$ cat config.mk
export PLATFORM = sky130hd
export DESIGN_NAME = sram_mem_ctrl
export DESIGN_NICKNAME = d
export VERILOG_FILES = /design/src/rtl/sram_mem_ctrl.sv
export SDC_FILE = /design/constraint.sdc
export NUM_CORES = 1
export LEC_CHECK = 0
export ABC_AREA = 1
export CORE_MARGIN = 3
export CORE_UTILIZATION = 45
export DETAILED_ROUTE_END_ITERATION = 6
export DONT_BUFFER_PORTS = 1
export HOLD_SLACK_MARGIN = 0.02
export PLACE_DENSITY = 0.61
export REMOVE_ABC_BUFFERS = 1
export SLEW_MARGIN = 20
export SYNTH_ARGS = -nofsm -noshare
export SYNTH_HDL_FRONTEND = slang
export SYNTH_SLANG_ARGS = --single-unit
$ cat constraint.sdc
create_clock -name clk -period 1.9 [get_ports clk]
set_input_delay 0.095 -clock clk [delete_from_list [all_inputs] [get_ports clk]]
set_output_delay 0.095 -clock clk [all_outputs]
set_load 0.1 [all_outputs]
$ cat src/rtl/sram_mem_ctrl.sv
// MEM-stage controller for a 16-bit asynchronous SRAM: each 32-bit load/store
// becomes two half-word phases of SRAM_WAIT cycles, with ready low meanwhile.
module sram_mem_ctrl #(
    parameter int unsigned ADDR_BASE = 1024,
    parameter int unsigned SRAM_WAIT = 5,
    parameter int unsigned SRAM_AW   = 18
) (
    input  logic               clk,
    input  logic               rst,
    input  logic               mem_read_enable,
    input  logic               mem_write_enable,
    input  logic [31:0]        address,
    input  logic [31:0]        write_data,
    output logic [31:0]        read_data,
    output logic               ready,
    output logic [SRAM_AW-1:0] sram_addr,
    output logic [15:0]        sram_dq_out,
    output logic               sram_dq_oe,
    input  logic [15:0]        sram_dq_in,
    output logic               sram_we_n
);

    localparam int unsigned CW  = (SRAM_WAIT > 1) ? $clog2(SRAM_WAIT) : 1;
    localparam int unsigned WAW = SRAM_AW - 1;

    typedef enum logic [1:0] {IDLE, LOW, HIGH, DONE} state_t;

    state_t          state, state_next;
    logic [CW-1:0]   cnt, cnt_next;
    logic [WAW-1:0]  word_q;
    logic [31:0]     wdata_q;
    logic            write_q;
    logic [WAW-1:0]  word_idx;
    logic            req;

    // Wrapping subtraction; bits above the SRAM word range are simply dropped.
    assign word_idx = WAW'((address - ADDR_BASE) >> 2);
    assign req      = mem_read_enable | mem_write_enable;
    assign ready    = (state == DONE) | ((state == IDLE) & ~req);

    always_ff @(posedge clk) begin
        if (rst) begin
            state     <= IDLE;
            cnt       <= '0;
            word_q    <= '0;
            wdata_q   <= '0;
            write_q   <= 1'b0;
            read_data <= '0;
        end else begin
            state <= state_next;
            cnt   <= cnt_next;
            if (state == IDLE && req) begin
                word_q  <= word_idx;
                wdata_q <= write_data;
                write_q <= mem_write_enable;
            end
            // Sample the SRAM at the end of each read phase, after the full wait.
            if (!write_q && cnt == '0) begin
                if (state == LOW)
                    read_data[15:0] <= sram_dq_in;
                else if (state == HIGH)
                    read_data[31:16] <= sram_dq_in;
            end
        end
    end

    always_comb begin
        state_next  = state;
        cnt_next    = cnt;
        sram_addr   = '0;
        sram_dq_out = '0;
        sram_dq_oe  = 1'b0;
        sram_we_n   = 1'b1;
        case (state)
            IDLE: begin
                if (req) begin
                    state_next = LOW;
                    cnt_next   = CW'(SRAM_WAIT - 1);
                end
            end
            LOW: begin
                sram_addr = {word_q, 1'b0};
                if (write_q) begin
                    sram_dq_out = wdata_q[15:0];
                    sram_dq_oe  = 1'b1;
                    sram_we_n   = 1'b0;
                end
                if (cnt == '0) begin
                    state_next = HIGH;
                    cnt_next   = CW'(SRAM_WAIT - 1);
                end else begin
                    cnt_next = cnt - CW'(1);
                end
            end
            HIGH: begin
                sram_addr = {word_q, 1'b1};
                if (write_q) begin
                    sram_dq_out = wdata_q[31:16];
                    sram_dq_oe  = 1'b1;
                    sram_we_n   = 1'b0;
                end
                if (cnt == '0) begin
                    state_next = DONE;
                    cnt_next   = '0;
                end else begin
                    cnt_next = cnt - CW'(1);
                end
            end
            DONE: begin
                state_next = IDLE;
            end
            default: begin
                state_next = IDLE;
            end
        endcase
    end

endmodule

# ---- Yosys cells after proc, flatten, opt, wreduce, memory -nomap -nowiden
# Index checks and enable logic that the tools add are counted.
dict set report totals {
  reg_bits 87
  latch_bits 0
  mem_bits_rw 0
  rom_bits 0
  inputBits 84
  out_inout_bits 69
  wordCells 47
  memories 0
}
dict set report classes {
  n_addsub 2
  multipliers 0
  n_div 0
  magnitude_cmp 0
  eq_ne 6
  shift 0
  mux 16
  n_bitwise 5
  reduce_logical 11
}
# op n
set ops {}
lappend ops {{$pmux W18 S2} 1}
lappend ops {{$mux W16} 2}
lappend ops {{$pmux W16 S2} 1}
lappend ops {{$sub A19 B11 Y19 const B} 1}
lappend ops {{$mux W3} 3}
lappend ops {{$pmux W3 S3} 1}
lappend ops {{$pmux W2 S4} 1}
lappend ops {{$mux W2} 3}
lappend ops {{$ne A2 B2 Y1 const B} 3}
lappend ops {{$reduce_and A3 Y1} 2}
lappend ops {{$eq A2 B2 Y1 const B} 2}
lappend ops {{$mux W1} 4}
lappend ops {{$reduce_and A2 Y1} 2}
lappend ops {{$logic_not A3 Y1} 1}
lappend ops {{$reduce_bool A3 Y1} 1}
lappend ops {{$sub A3 B1 Y3 const B} 1}
lappend ops {{$eq A2 B1 Y1 const B} 1}
lappend ops {{$logic_and A1 B1 Y1} 2}
lappend ops {{$logic_not A2 Y1} 1}
lappend ops {{$not A1 Y1} 2}
lappend ops {{$or A1 B1 Y1} 2}
lappend ops {{$reduce_or A2 Y1} 1}
lappend ops {{$and A1 B1 Y1} 1}
lappend ops {{$logic_not A1 Y1} 1}

# ---- Depth between registers and ports, before layout
dict set report logic_depth {
  word_depth 4
  depth_mapped 10
  depth_no_buf 9
}

# ---- Worst setup path after synthesis
# Ideal clock, no wire load.
dict set report synth_path {
  path_kind {register to output}
  start {register state[0]}
  end {output sram_dq_out[11]}
  t_arrival_ps 3373
  required_time_ps 1805
  setup_slack_ps -1568
  stages_incl_launch_ff 7
  path_buffers 2
  path_cell_list {dfxtp_1 > inv_1 > ha_1 > buf_2 > buf_1 > nand2_1 > a21oi_1}
}
dict set report synth_between {
  elab_chain_len 2
  elab_cells_between_ends 3
  cone_classes {eq/ne (2); mux (1)}
}
# item line_no
set synth_rtl {}
lappend synth_rtl {{from (decl)} 28} ;# state_t state, state_next;
lappend synth_rtl {{from (signal assigned)} 50} ;# state <= state_next;
lappend synth_rtl {{$eq A2 B2 Y1 / $eq A2 B1 Y1 (equally long branches)} 74} ;# case (state)
lappend synth_rtl {{$pmux W16 S2 *} 74}
lappend synth_rtl {{to (decl)} 17} ;# output logic [15:0] sram_dq_out,
# Mark *: on every way between the ends. The rest lies on a longest branch, timed or not.

# ---- Worst setup path after layout
dict set report layout_path {
  start {register state[1]}
  end {output sram_dq_out[0]}
}
# Same word-level chain as after synthesis.

==> report_table.html <==
<table>
<tr><th>Metric</th><th>Value</th></tr>
<tr><th colspan="2">Yosys</th></tr>
<tr><td>Main combinational cell family by area after synthesis</td><td>simple AND/OR/NAND/NOR gates</td></tr>
<tr><td>Mapped cell area</td><td>3729 µm²</td></tr>
<tr><td>Total of warnings raised by yosys</td><td>0</td></tr>
<tr><td>Most common cell in the synthesized netlist</td><td>sky130_fd_sc_hd__nor2_1</td></tr>
<tr><td>Xor/xnor share of the synthesized area</td><td>0.002349</td></tr>
<tr><td>Primary FF master, synth</td><td>sky130_fd_sc_hd__dfxtp_1</td></tr>
<tr><td>Area fraction in and, or, nand and nor cells after synthesis</td><td>0.2577</td></tr>
<tr><td>Mux contribution to synthesized area</td><td>0</td></tr>
<tr><td>Share of the synthesized area in the top cell type</td><td>0.4671</td></tr>
<tr><td>Count of unique library cells instantiated by Yosys</td><td>25</td></tr>
<tr><td>Leading cell types by count after synthesis</td><td>sky130_fd_sc_hd__nor2_1, sky130_fd_sc_hd__dfxtp_1, sky130_fd_sc_hd__o21ai_0</td></tr>
<tr><td>Adder-cell share of the synthesized area</td><td>0.01678</td></tr>
<tr><td>Post-synthesis area per instance</td><td>7.009 µm²</td></tr>
<tr><td>Area contributors post-synth</td><td>sky130_fd_sc_hd__dfxtp_1, sky130_fd_sc_hd__nor2_1, sky130_fd_sc_hd__o21ai_0</td></tr>
<tr><td>Synth area leader</td><td>sky130_fd_sc_hd__dfxtp_1</td></tr>
<tr><td>Mapped Cells</td><td>532</td></tr>
<tr><td>Share of the yosys chip area belonging to registers</td><td>0.4671</td></tr>
<tr><td>Area fraction in compound gates after synthesis</td><td>0.1628</td></tr>
<tr><td>Share of synthesized registers carrying an async set or reset</td><td>0</td></tr>
<tr><td>Number of register bits inferred by synthesis</td><td>87</td></tr>
<tr><td>Number of flops mapped to enable cells by yosys</td><td>0</td></tr>
<tr><th colspan="2">Layout</th></tr>
<tr><td>Fill cell count</td><td>563</td></tr>
<tr><td>Net count of the finished layout</td><td>754</td></tr>
<tr><td>Fraction of final layout cells sized beyond drive strength 1</td><td>0.2328</td></tr>
<tr><td>Non-filler cells in the finished layout</td><td>772</td></tr>
<tr><td>Antenna diode count</td><td>0</td></tr>
<tr><td>Synth-to-layout area growth</td><td>58.89%</td></tr>
<tr><td>Post-route standard cell area excluding fillers</td><td>5924 µm²</td></tr>
<tr><td>Sequential standard cell area</td><td>1744 µm²</td></tr>
<tr><td>Area taken by multi-input logic gates</td><td>1864 µm²</td></tr>
<tr><th colspan="2">Global routing</th></tr>
<tr><td>Antenna violations before repair</td><td>0</td></tr>
<tr><td>First-pass GRT wire length</td><td>18.39 mm</td></tr>
<tr><td>Vias in the first global route</td><td>3849</td></tr>
<tr><td>GRT Util Overall</td><td>0.2323</td></tr>
<tr><td>Maximum number of pins on one net before global-route repair</td><td>67</td></tr>
<tr><td>Final global-route overflow total</td><td>0</td></tr>
<tr><th colspan="2">Setup path</th></tr>
<tr><td>Register-to-register setup slack</td><td>0.22 ns</td></tr>
<tr><td>Number of buffer and inverter instances along the worst setup path</td><td>3</td></tr>
<tr><td>List of cells traversed by the critical path</td><td>inv_2 &gt; ha_2 &gt; buf_8 &gt; nand2_1 &gt; a21oi_2 &gt; buf_12</td></tr>
<tr><td>WP data arrival</td><td>1.75 ns</td></tr>
<tr><td>Delay of the slowest critical-path stage</td><td>0.35 ns</td></tr>
<tr><td>Required @ worst endpoint</td><td>1.80 ns</td></tr>
<tr><td>Kind of cell adding the most delay to the critical path</td><td>buffers and inverters</td></tr>
<tr><td>Kind of start point of the critical path</td><td>flop</td></tr>
<tr><td>Capturing element type of the critical path</td><td>output port</td></tr>
<tr><td>Slowest stage cell, crit path</td><td>sky130_fd_sc_hd__dfxtp_2</td></tr>
<tr><td>Start-to-end type of the worst setup path</td><td>reg2out</td></tr>
<tr><td>Maximum fanout along the worst path</td><td>18</td></tr>
<tr><th colspan="2">Die</th></tr>
<tr><td>Die span in y</td><td>97.03 µm</td></tr>
<tr><td>I/O pin cnt</td><td>153</td></tr>
<tr><td>Overall die area</td><td>9414 µm²</td></tr>
<tr><td>Placeable core region</td><td>7888 µm²</td></tr>
<tr><td>Std-Cell Rows</td><td>32</td></tr>
<tr><td>Effective utilization at floorplan</td><td>0.4727</td></tr>
<tr><td>Die W</td><td>97.03 µm</td></tr>
<tr><th colspan="2">Pwr</th></tr>
<tr><td>Leakage component of the power</td><td>2.489 nW</td></tr>
<tr><td>Total power consumption of the routed design</td><td>9.497 mW</td></tr>
<tr><td>Worst vdd ir</td><td>0.8684 mV</td></tr>
<tr><td>Power per Cell Area</td><td>1603 nW/µm²</td></tr>
<tr><th colspan="2">STA</th></tr>
<tr><td>Pins over their slew limit</td><td>0</td></tr>
<tr><td>Worst Max-Slew Pin Slew</td><td>0.3937 ns</td></tr>
<tr><td>Headroom to the max-slew limit</td><td>0.7367</td></tr>
<tr><td>Final setup fails</td><td>0</td></tr>
<tr><td>Worst clock skew</td><td>0.01314 ns</td></tr>
<tr><td>Crit path setup slack, layout</td><td>0.05670 ns</td></tr>
<tr><td>Share of the clock period used by the worst path after layout</td><td>0.9702</td></tr>
<tr><td>Final-layout worst hold slack</td><td>0.04878 ns</td></tr>
<tr><td>Highest attainable clock frequency</td><td>542.5 MHz</td></tr>
<tr><td>Clock period minus final worst setup slack</td><td>1.843 ns</td></tr>
<tr><td>Count of final hold-check violations</td><td>0</td></tr>
<tr><th colspan="2">Route</th></tr>
<tr><td># DRC</td><td>0</td></tr>
<tr><td>Antenna viol nets, final</td><td>0</td></tr>
<tr><td>Wire length per cell</td><td>14.40 µm</td></tr>
<tr><td>Vias after detailed routing</td><td>3901</td></tr>
<tr><td>Number of detailed-routing iterations run before antenna repair</td><td>5</td></tr>
<tr><td>Final Routed Wirelength</td><td>11.12 mm</td></tr>
<tr><td>Via density per instance</td><td>5.053</td></tr>
<tr><td>Number of DRC markers after the initial detailed-route iteration</td><td>145</td></tr>
<tr><th colspan="2">Clock network</th></tr>
<tr><td>Source-to-sink clock delay at the later pin of the worst-skew pair</td><td>0.35 ns</td></tr>
<tr><td>Maximum count of clock buffers along a single path</td><td>2</td></tr>
<tr><td>Clock Sinks</td><td>87</td></tr>
<tr><td>Clock-pin slew of the registers on the worst-case setup and hold paths</td><td>0.09 ns</td></tr>
<tr><td>Cell at the root of the clock tree</td><td>sky130_fd_sc_hd__clkbuf_8</td></tr>
<tr><td>CTS tree</td><td>yes</td></tr>
<tr><td>H-tree depth reported by CTS</td><td>3</td></tr>
<tr><td>Num CTS Buffers</td><td>9</td></tr>
<tr><th colspan="2">Placement</th></tr>
<tr><td>Routability congestion estimate from global placement</td><td>0.8440</td></tr>
<tr><td>Cells after DPL</td><td>684</td></tr>
<tr><td>Buffers added on ports</td><td>0</td></tr>
<tr><td>Placement-stage cell area</td><td>4857 µm²</td></tr>
<tr><td>Pre-CTS worst setup slack</td><td>0.1187 ns</td></tr>
<tr><td>Half-perimeter wire length after detailed placement</td><td>6.740 mm</td></tr>
<tr><th colspan="2">Hold path</th></tr>
<tr><td>Min-delay worst type</td><td>in2reg</td></tr>
<tr><th colspan="2">Run status</th></tr>
<tr><td>Status</td><td>complete, no violations</td></tr>
<tr><th colspan="2">Flow run</th></tr>
<tr><td>Reported max-cap violation count</td><td>0</td></tr>
</table>
==> cells in the final DEF (no fill, tap or decap), types with 2 or more instances in the layout <==
| cell type | count |
|---|---|
| sky130_fd_sc_hd__clkinv_2 | 2 |
| sky130_fd_sc_hd__nor2_1 | 138 |
| sky130_fd_sc_hd__o21ai_0 | 77 |
| sky130_fd_sc_hd__a21oi_1 | 21 |
| sky130_fd_sc_hd__nor2_4 | 20 |
| sky130_fd_sc_hd__clkbuf_8 | 9 |
| sky130_fd_sc_hd__buf_4 | 42 |
| sky130_fd_sc_hd__inv_4 | 2 |
| sky130_fd_sc_hd__ha_1 | 2 |
| sky130_fd_sc_hd__inv_6 | 3 |
| sky130_fd_sc_hd__dlygate4sd3_1 | 68 |
| sky130_fd_sc_hd__inv_1 | 40 |
| sky130_fd_sc_hd__inv_8 | 2 |
| sky130_fd_sc_hd__dfxtp_2 | 2 |
| sky130_fd_sc_hd__a21oi_2 | 16 |
| sky130_fd_sc_hd__nand2_1 | 62 |
| sky130_fd_sc_hd__ha_2 | 2 |
| sky130_fd_sc_hd__inv_2 | 8 |
| sky130_fd_sc_hd__nand3_1 | 15 |
| sky130_fd_sc_hd__o21ai_1 | 4 |
| sky130_fd_sc_hd__buf_12 | 37 |
| sky130_fd_sc_hd__buf_8 | 2 |
| sky130_fd_sc_hd__dfxtp_1 | 85 |
==> worst reg2reg max path: cells and delay by family (launching register included) <==
family        cells  cell delay [ns]
fa+ha+maj         1             0.24
flops             1             0.34
buf+inv           4             0.55
simple gates      4             0.50
==> power by group <==
group,switching [mW],internal [mW]
clock,0.706,0.627
sequential,0.256,2.39
combinational,4.04,1.48
==> final timing paths <==
check,from,end,depth (start not counted)
max,state[1],sram_dq_out[0],6
min,address[10],word_q[11],5
max reg2reg,state[0],read_data[26],9
min reg2reg,read_data[20],read_data[20],2
==> cell families (layout without fill, tap and decap cells) <==
kind of cell,Yosys count,in the layout
xor gates and xnor gates,1,1
and+or+nand+nor,240,240
adders and majority gates,5,5
buffers and inverters,79,217
DFF,87,87
AOI/OAI and AO/OA,120,120
==> metrics by stage <==
step,utilization,TNS [ns]
after floorplan,-,-74.24
after global placement,0.6158,0
after detailed placement,0.6158,0
after CTS,0.7462,-0.1257
after global routing,0.7511,-0.002431
final,0.7511,0
==> final cells by class <==
| type | count | area share |
|---|---|---|
| multi-input combinational | 366 | 0.3147 |
| timing repair buffer | 149 | 0.2982 |
| tap | 102 | 0.02154 |
| timing repair inverter | 2 | 0.003801 |
| clock inverter | 7 | 0.01309 |
| inverter | 50 | 0.03337 |
| sequential | 87 | 0.2944 |
| clock buffer | 9 | 0.02091 |
==> flip-flops by register name, indices dropped and copies added, names as in the netlist <==
name / flops
cnt: 3
wdata_q: 32
read_data: 32
word_q: 17
write_q: 1
state: 2
==> per-layer routing <==
layer	part of all wire	wire length (µm)	vias up	track usage
met5	0	0	-	0
met2	0.52	5799	162	0.4156
li1	-	-	1941	-
met4	0.018	204	0	0.07127
met1	0.39	4360	1776	0.2723
met3	0.068	755	22	0.05696
==> timing repair <==
action | in CTS | in global routing
hold buffers | 68 | 0
gates resized for setup | 26 | 12
pin swaps | 1 | 2
gates cloned | 2 | 0
buffers inserted | 1 | 1
hold endpoints to repair | 86 | 0
endpoints found under the setup margin | 33 | 33
No activity file was read; power rests on OpenSTA's default activity.
